[config.mk]
export PLATFORM = sky130hd
export DESIGN_NAME = core_hazard_ctrl
export DESIGN_NICKNAME = d
export VERILOG_FILES = /design/src/rtl/core_hazard_ctrl.sv
export SDC_FILE = /design/constraint.sdc
export NUM_CORES = 1
export LEC_CHECK = 0
export ABC_AREA = 1
export BUFFER_PORTS_ARGS = -buffer_cell sky130_fd_sc_hd__clkbuf_2
export CAP_MARGIN = 15
export CORE_ASPECT_RATIO = 1.1
export CORE_MARGIN = 2
export CORE_UTILIZATION = 43
export DETAILED_ROUTE_END_ITERATION = 7
export PLACE_DENSITY_LB_ADDON = 0.3
export SYNTH_ARGS = -nofsm -noshare
export SYNTH_HDL_FRONTEND = slang
export SYNTH_SLANG_ARGS = --single-unit
[constraint.sdc]
create_clock -name clock -period 1.5 [get_ports clock]
set_input_delay 0 -clock clock [delete_from_list [all_inputs] [get_ports clock]]
set_output_delay 0 -clock clock [all_outputs]
set_load 0.02 [all_outputs]
[src/rtl/core_hazard_ctrl.sv]
// ---------------------------------------------------------------------------
// core_hazard_ctrl
//   Hazard and stall/flush scheduler for the 5-stage 64-bit core. Detects
//   load-use hazards between IF/ID and ID/EX, flushes on taken branches and
//   MEM exceptions, and freezes the whole pipeline while a data-memory access
//   is outstanding. A three-state FSM (RUN/WAIT/FLUSH) sequences memory waits,
//   a wait timeout (bus error) and the one-cycle post-exception flush window.
//
// Parameters
//   MAX_WAIT        cycles of dmem_req without dmem_ready before bus_err (2..255)
//
// Ports
//   clock           rising-edge clock
//   reset           asynchronous active-low reset
//   id_rs, id_rt    source registers of the IF/ID instruction
//   id_B_is_reg     rt is a real register source
//   ex_mem_read     ID/EX holds a load
//   ex_write_enable ID/EX writes a register
//   ex_W_regnum     destination register of ID/EX
//   branch_taken    EX resolved a taken branch/jump
//   exc_take        MEM raises an exception / ERET redirect
//   dmem_req        MEM access outstanding
//   dmem_ready      memory completes the access this cycle
//   perf_clear      synchronous clear of stall_count
//   if_stall        hold PC and IF/ID
//   id_stall        bubble into ID/EX
//   if_flush        IF/ID becomes a NOP
//   id_flush        ID/EX becomes a NOP
//   ex_flush        EX/MEM becomes a NOP
//   freeze          every pipeline register holds
//   bus_err         one-cycle registered pulse after a memory timeout
//   state           FSM state (RUN=0, WAIT=1, FLUSH=2)
//   stall_count     stall cycle counter
//
// Build option
//   HAZARD_PERF_EN  when defined, stall_count counts freeze|if_stall cycles
//                   (saturating, cleared by perf_clear); otherwise it is 0.
// ---------------------------------------------------------------------------
module core_hazard_ctrl #(
   parameter int MAX_WAIT = 255
) (
   input  logic        clock,
   input  logic        reset,
   input  logic [4:0]  id_rs,
   input  logic [4:0]  id_rt,
   input  logic        id_B_is_reg,
   input  logic        ex_mem_read,
   input  logic        ex_write_enable,
   input  logic [4:0]  ex_W_regnum,
   input  logic        branch_taken,
   input  logic        exc_take,
   input  logic        dmem_req,
   input  logic        dmem_ready,
   input  logic        perf_clear,
   output logic        if_stall,
   output logic        id_stall,
   output logic        if_flush,
   output logic        id_flush,
   output logic        ex_flush,
   output logic        freeze,
   output logic        bus_err,
   output logic [1:0]  state,
   output logic [31:0] stall_count
);

   typedef enum logic [1:0] {
      ST_RUN   = 2'd0,
      ST_WAIT  = 2'd1,
      ST_FLUSH = 2'd2
   } state_t;

   localparam logic [7:0] MAX_WAIT_C = 8'(MAX_WAIT);

   state_t     state_reg, state_next;
   logic [7:0] wait_cnt_reg, wait_cnt_next;
   logic       bus_err_reg, bus_err_next;
   logic       lu;

   // A load in EX whose destination is read by the instruction in ID.
   // r0 is hardwired to zero so it can never carry a dependency.
   assign lu = ex_mem_read && ex_write_enable && (ex_W_regnum != 5'd0) &&
               ((ex_W_regnum == id_rs) || (id_B_is_reg && (ex_W_regnum == id_rt)));

   always_comb begin
      if_stall      = 1'b0;
      id_stall      = 1'b0;
      if_flush      = 1'b0;
      id_flush      = 1'b0;
      ex_flush      = 1'b0;
      freeze        = 1'b0;
      bus_err_next  = 1'b0;
      state_next    = state_reg;
      wait_cnt_next = 8'd0;

      case (state_reg)
         ST_RUN: begin
            if (dmem_req && !dmem_ready) begin
               // This cycle already counts as the first wait cycle.
               freeze        = 1'b1;
               state_next    = ST_WAIT;
               wait_cnt_next = 8'd1;
            end else if (exc_take) begin
               if_flush   = 1'b1;
               id_flush   = 1'b1;
               ex_flush   = 1'b1;
               state_next = ST_FLUSH;
            end else if (branch_taken) begin
               if_flush = 1'b1;
               id_flush = 1'b1;
            end else if (lu) begin
               if_stall = 1'b1;
               id_stall = 1'b1;
            end
         end
         ST_WAIT: begin
            // Hazard/branch/exception inputs are ignored here: the frozen
            // stages will present them again once the pipeline moves.
            if (dmem_ready) begin
               state_next = ST_RUN;
            end else if (wait_cnt_reg == MAX_WAIT_C) begin
               // Timeout: release the freeze and discard the younger stages.
               bus_err_next = 1'b1;
               if_flush     = 1'b1;
               id_flush     = 1'b1;
               ex_flush     = 1'b1;
               state_next   = ST_FLUSH;
            end else begin
               freeze        = 1'b1;
               wait_cnt_next = wait_cnt_reg + 8'd1;
            end
         end
         ST_FLUSH: begin
            // Single cycle; a dmem_req arriving now is served from RUN next.
            if_flush   = 1'b1;
            id_flush   = 1'b1;
            state_next = ST_RUN;
         end
         default: begin
            state_next = ST_RUN;
         end
      endcase
   end

   always_ff @(posedge clock or negedge reset) begin
      if (!reset) begin
         state_reg    <= ST_RUN;
         wait_cnt_reg <= 8'd0;
         bus_err_reg  <= 1'b0;
      end else begin
         state_reg    <= state_next;
         wait_cnt_reg <= wait_cnt_next;
         bus_err_reg  <= bus_err_next;
      end
   end

   assign state   = state_reg;
   assign bus_err = bus_err_reg;

`ifdef HAZARD_PERF_EN
   logic [31:0] stall_count_reg;

   always_ff @(posedge clock or negedge reset) begin
      if (!reset) begin
         stall_count_reg <= 32'd0;
      end else if (perf_clear) begin
         stall_count_reg <= 32'd0;
      end else if ((freeze || if_stall) && (stall_count_reg != 32'hFFFF_FFFF)) begin
         stall_count_reg <= stall_count_reg + 32'd1;
      end
   end

   assign stall_count = stall_count_reg;
`else
   logic unused_perf_clear;
   assign unused_perf_clear = perf_clear;
   assign stall_count       = 32'd0;
`endif

endmodule

# Yosys cells after proc, flatten, opt, wreduce, memory -nomap -nowiden
# Cells that the tools add are included.
# totals
register_bits,11
latch_bits,0
ram_bits,0
rom_bits,0
inputBits,25
output_inout_bits,41
memories,0
# op_classes
addsub,1
multipliers,0
div_mod_pow,0
order_cmp,0
n_eq_ne,7
shifts,0
n_mux,28
bitwise,0
n_reduce_logical,10
# op_table
cell,count
1-bit two-way mux,17
8-bit two-way mux,2
8-bit case mux with 2 select lines,1
5-bit equality test,2
"8-bit by 1-bit adder with 8-bit output, second input constant",1
"8-bit equality test, second input constant",1
2-bit two-way mux,4
"3-bit != test, second input constant",2
1-bit logical AND,5
5-bit nonzero test,1
1-bit case mux with 2 select lines,2
2-bit case mux with 2 select lines,1
1-bit case mux with 3 select lines,1
"2-bit by 1-bit equality test with 1-bit output, second input constant",1
"2-bit equality test, second input constant",1
2-bit zero test,1
2-bit AND reduction,1
1-bit zero test,1
1-bit logical OR,1

# Longest topological paths before layout
# Gate-level depths: netlist (run 1).
# logic_depth
depth_word,9
mapped_depth,7
ltp_nobuf,6

# Worst setup path after synthesis (run 1)
# OpenSTA, ideal clock, no wires.
# synth_path
kind,register -> output
startpoint,"register state_reg[1], in the netlist state[1]"
endpoint,output port if_stall
t_arrival_ns,1.534
t_required_ns,1.500
path_slack_ns,-0.034
path_stages_with_launch,7
path_buffers,1
cell_sequence,dfrtp_1 -> nor2_1 -> o21ai_2 -> nor2_1 -> o21ai_0 -> a21oi_1 -> buf_4
# synth_between
elab_chain_cells,2
# synth_rtl
element,line,source
start: declaration,74,"state_t state_reg, state_next;"
start signal: assignment,150,state_reg <= state_next;
2-bit zero test,-,
1-bit two-way mux,-,
end: declaration,55,"output logic if_stall,"
# Every way passes these cells.

# Worst setup path in the final report (run 1)
# layout_path
startpoint,register wait_cnt_reg[0]
endpoint,output port freeze
# layout_between
elab_chain_cells,4
# layout_rtl
element,line,source
start: declaration,75,"logic [7:0] wait_cnt_reg, wait_cnt_next;"
start signal: assignment,151,wait_cnt_reg <= wait_cnt_next;
8-bit equality test,120,end else if (wait_cnt_reg == MAX_WAIT_C) begin
1-bit two-way mux,120,
1-bit two-way mux,118,if (dmem_ready) begin
1-bit case mux with 2 select lines,95,case (state_reg)
end: declaration,60,"output logic freeze,"
# Every way passes these cells.

==> results of run 1 <==
through the flow:
stage               instances  hold slack [ps]
finish                    233            47.10
global route              233            83.44
CTS                       226            47.92
detailed placement        215           -100.5
global placement          215           -111.9
floorplan                 187           -295.6
power groups by stage:
stage | clock network (W) | logic [W] | registers [W]
global route | 0.000227 | 0.000349 | 0.000324
detailed placement | 0 | 0.000266 | 0.000323
global placement | 0 | 0.000262 | 0.000323
CTS | 0.000209 | 0.000285 | 0.000319
floorplan | 0 | 0.000249 | 0.000330
finish | 0.000206 | 0.000317 | 0.000322
what timing repair did:
item	CTS	global route
endpoints found under the hold margin	12	0
pin swaps	5	5
endpoints found under the setup margin	6	6
hold buffers	2	0
resized for setup	9	11
buffers inserted	5	7
routing by layer:
layer  track usage  share of wire  wire length (µm)
met2        0.2729           0.56              1249
met3       0.01882          0.056               126
met5             0              0                 0
met4       0.04511          0.016                35
met1        0.1656           0.37               820
cells in the mapped netlist, types with 2 or more instances:
library cell  number  area [µm²]
buf_4             34       255.2
nand2_1           33       123.9
inv_1             24       90.09
nor2_1            20       75.07
dfrtp_1           11       275.3
nand3_1            9       45.04
o21ai_0            4       20.02
a21oi_1            3       15.01
nand2_2            2       12.51
nor3_4             2       32.53
o211ai_1           2       15.01
o21ai_2            2       17.52
xnor2_1            2       17.52
kinds of logic (layout without fill, tap and decap cells):
| logic type | after synthesis | count (layout) |
|---|---|---|
| flops | 11 | 11 |
| simple gates | 71 | 71 |
| fa+ha+maj | 1 | 1 |
| buf+inv | 58 | 74 |
| compound gates | 11 | 11 |
| other cells | 1 | 32 |
| xor+xnor | 3 | 3 |
critical path: cells and delay by family (launching register included):
family | cells | cell delay [ps]
adder cells (fa/ha/maj) | 1 | 170
buffers and inverters | 1 | 170
flip-flops | 1 | 400
AND/OR/NAND/NOR | 5 | 470
how the worst max path moves through the flow:
stage / from / end / cells past startpoint
3_5_place_dp: wait_cnt_reg[0] / ex_flush / 6
2_1_floorplan: state[1] / if_flush / 4
5_1_grt: wait_cnt_reg[0] / id_flush / 6
4_1_cts: wait_cnt_reg[1] / id_flush / 6
6_report: wait_cnt_reg[0] / freeze / 7
3_3_place_gp: wait_cnt_reg[0] / if_flush / 6
layout make-up:
class                   instances  area [µm²]
flip-flops and latches         11       276.5
inverters                      24       90.09
well taps                      30       37.54
multi-input cells             118       596.8
clock buffers                   4       26.28
repair buffers                 46       282.8
fillers                       224       987.2
==> impl_metrics.toml, run 1 <==
[layout]
final_nets = 230
antenna_cells = 0
layout_common_cells = "nand2_1, conb_1, clkbuf_2, inv_1, nor2_1"
fin_util = 0.5703
drive_above_1_share = 0.3153
final_area_um2 = 1310
synthToLayoutAreaGrowth_pct = 23.03
largest_reg_flops = 8

[cts]
cts_num_sinks = 11
h-tree-depth = 1
cts_tree = "yes"
ctsRootBufferMaster = "clkbuf_4"
numCtsBuffers = 3
clkTransAtPathRegs_ps = 70
clkLatencyLatePin_ps = 270
clockBufferDepth = 2

[detailed_routing]
vias = 968
drcViolationCount = 0
drt-pass1-iter-count = 4
viasPerCell = 4.155
post_drt_wl_per_cell_um = 9.575
wl_mm = 2.231
antenna_left = 0
drt_iter0_markers = 9

[floorplan]
die_w_um = 51.45
core-area_um2 = 2297
die_area_um2 = 2891
io_pins = 66
die_h_um = 56.19
rows = 18
initial_core_util = 0.4635

[synthesis]
avgSynthCellArea_um2 = 6.825
synth_top_family_by_area = "buffers and inverters"
yosys.area_share.simple = 0.3137
ys.warnings.count = 0
synth_compound_area_frac = 0.06345
yosys.area_share.adder = 0.01175
synth_edf_count = 0
ys_seq_area_frac = 0.2585
synth-seq-cells = 11
synthesis.area_um2 = 1065
synth_mux_area_frac = 0
synth_xor_area_frac = 0.02468
synth_async_sr_flop_share = 1.000
synth_cell_type_count = 21
synth_cells = 156
synth_flop_cell = "dfrtp_1"

[critical_path]
critical_path.cell_chain = "ha_4, nand2_4, nor2_4, nand2_2, nand2_4, nand2_1, clkbuf_2"
critPathMaxFanout = 5
r2r_cells = 8
required_ps = 1500
slowest_stage = "dfrtp_1"
worstSetupPathType = "flip-flop to output pin"
cp-end-kind = "output pin"
timing.rr.start = "wait_cnt_reg[0]"
reg2reg_to = "wait_cnt_reg[4]"
arrival_ps = 1480
ff2ff_setup_slack_ps = 100
crit_top_cell = "nand2_4"
cp_slowest_stage_delay_ps = 400
cp-start-kind = "flip-flop"

[timing]
finalHoldViolCount = 0
rsz0062_at_grt = "yes"
setup_viol = 0
max_freq_ghz = 0.6767
finalMaxSlewViolations = 0
worst_slack_ps = 22.16
tns_ps = 0
post-route-min-period_ps = 1478
post-route-period-util = 0.9852
fin_skew_ps = 4.139

[min_path]
holdPathStages = 3
worstHoldPathType = "input pin to flip-flop"
holdCritStartpoint = "dmem_req"
hold_end = "wait_cnt_reg[0]"

[grt]
grt_pass1_wl_mm = 3.381
antenna_found_initial = 0
first_global_vias = 861
overflow = 0
grt.total_usage = 0.1460
grt_start_max_net_pins = 12

[pwr]
seq_power_share = 0.382
p_sw_w = 0.0003239
ir_worst_vdd_mv = 0.3524
p_leak_nw = 0.7982
p_comb_frac = 0.375
power_switching_share = 0.3833
power.share.clock = 0.244
total_power_w = 0.0008451
internal_power_w = 0.0005212
power.density_nw_per_um2 = 645.1

[placed_design]
portBuffers = 32
place_congestion = 0.7654
pre_cts_ws_ps = 241.5
placed_cell_area_um2 = 1127
hpwlAfterDp_mm = 1.634

[flow_run]
maxCapViolCount = 0

[status]
status = "finished, final reports clean"
Power figures use the tool's default switching activity.
==> run 2, diff against run 1 <==
--- a/config.mk
+++ b/config.mk
@@ -12,7 +12,7 @@
 export CORE_MARGIN = 2
 export CORE_UTILIZATION = 43
 export DETAILED_ROUTE_END_ITERATION = 7
-export PLACE_DENSITY_LB_ADDON = 0.3
+export PLACE_DENSITY = 0.84
 export SYNTH_ARGS = -nofsm -noshare
 export SYNTH_HDL_FRONTEND = slang
 export SYNTH_SLANG_ARGS = --single-unit
==> impl_metrics.toml, run 2 (synthesis results as in run 1) <==
[floorplan]
initial_core_util = 0.4635
rows = 18
io_pins = 66
core-area_um2 = 2297
die_area_um2 = 2891
die_h_um = 56.19
die_w_um = 51.45

[grt]
antenna_found_initial = 0
grt_pass1_wl_mm = 3.594
overflow = 0
grt.total_usage = 0.1627
first_global_vias = 859
grt_start_max_net_pins = 12

[cts]
cts_tree = "yes"
ctsRootBufferMaster = "clkbuf_4"
clockBufferDepth = 2
numCtsBuffers = 3
h-tree-depth = 1
clkLatencyLatePin_ps = 270
clkTransAtPathRegs_ps = 70
cts_num_sinks = 11

[critical_path]
timing.rr.start = "wait_cnt_reg[0]"
critPathMaxFanout = 3
cp-end-kind = "output pin"
ff2ff_setup_slack_ps = 70
r2r_cells = 8
worstSetupPathType = "flip-flop to output pin"
required_ps = 1500
cp-start-kind = "flip-flop"
arrival_ps = 1530
reg2reg_to = "wait_cnt_reg[4]"

[timing]
max_freq_ghz = 0.6525
whs_ps = 53.88
fin_skew_ps = 2.377
worst_slack_ps = -32.60
finalHoldViolCount = 0
finalMaxSlewViolations = 0
setup_viol = 4
post-route-period-util = 1.022
rsz0062_at_grt = "yes"
tns_ps = -69.64
post-route-min-period_ps = 1533

[layout]
drive_above_1_share = 0.3030
antenna_cells = 0
largest_reg_flops = 8
layout_common_cells = "nand2_1, conb_1, clkbuf_2, inv_1, nor2_1"
multi_input_area_um2 = 576.8
final_nets = 225
final_cells = 228
regArea_um2 = 277.8
fillCellCount = 246
synthToLayoutAreaGrowth_pct = 18.21

[min_path]
worstHoldPathType = "input pin to flip-flop"
hold_end = "state[0]"
holdPathStages = 3
holdCritStartpoint = "dmem_req"

[detailed_routing]
antenna_left = 0
drcViolationCount = 0
drt-pass1-iter-count = 4
wl_mm = 2.201
drt_iter0_markers = 17
vias = 961
viasPerCell = 4.215
post_drt_wl_per_cell_um = 9.654

[pwr]
total_power_w = 0.0008217
p_leak_nw = 0.7574
power.density_nw_per_um2 = 652.8
ir_worst_vdd_mv = 0.4198

[status]
failed_checks = "setup timing"
status = "finished, violations left"

[placed_design]
portBuffers = 32
dpl.cell_count = 215
place_congestion = 0.7964
hpwlAfterDp_mm = 1.640
pre_cts_ws_ps = 191.7

[flow_run]
maxCapViolCount = 0
run 2: stage by stage:
stage	instance area (µm²)	util
CTS	1236	0.5381
finish	1259	0.5479
floorplan	1185	-
global placement	1127	0.4907
global route	1259	0.5479
detailed placement	1127	0.4907
run 2: worst max path at each step:
stage	startpoint	end	slack, ps	cells after the start
3_5_place_dp	wait_cnt_reg[0]	id_flush	190	6
4_1_cts	wait_cnt_reg[0]	id_flush	-100	6
6_report	wait_cnt_reg[0]	id_flush	-30	6
5_1_grt	wait_cnt_reg[0]	freeze	-120	8
3_3_place_gp	wait_cnt_reg[0]	id_flush	240	6
2_1_floorplan	state[1]	if_flush	80	4
run 2: cell type report:
type,count,share of cell area
Clock buffer,3,0.01789
Clock inverter,1,0.003976
Sequential cell,11,0.2207
Inverter,24,0.07157
Tap cell,30,0.02982
Timing Repair Buffer,41,0.1978
Multi-Input combinational cell,118,0.4582
run 2: critical path, stage by stage (launching register included):
cell and delay (ps):
dfrtp_1 380, ha_2 200, nand2_2 70, nor2_4 110, nand4_1 120, o211ai_1 170
buf_4 210
run 2: report_power, final:
part           leakage (nW)  switching [W]  internal [W]
sequential            0.148      0.0000119      0.000307
clock                0.0177       0.000105     0.0000988
combinational         0.592       0.000203     0.0000963
total                 0.757       0.000320      0.000502
run 2: repair_timing:
action / CTS / global route
buffers inserted: 6 / 1
hold buffers: 2 / 0
resized for setup: 8 / 11
hold endpoints to repair: 12 / 0
endpoints found under the setup margin: 6 / 6
pin swaps: 5 / 3
run 2: layer usage:
layer  vias to the layer above  track usage  part of all wire
met4                         0      0.05263             0.023
met5                         -            0                 0
met3                         6      0.05645             0.074
met1                       423       0.1733              0.36
met2                        39       0.2912              0.55
li1                        493            -                 -
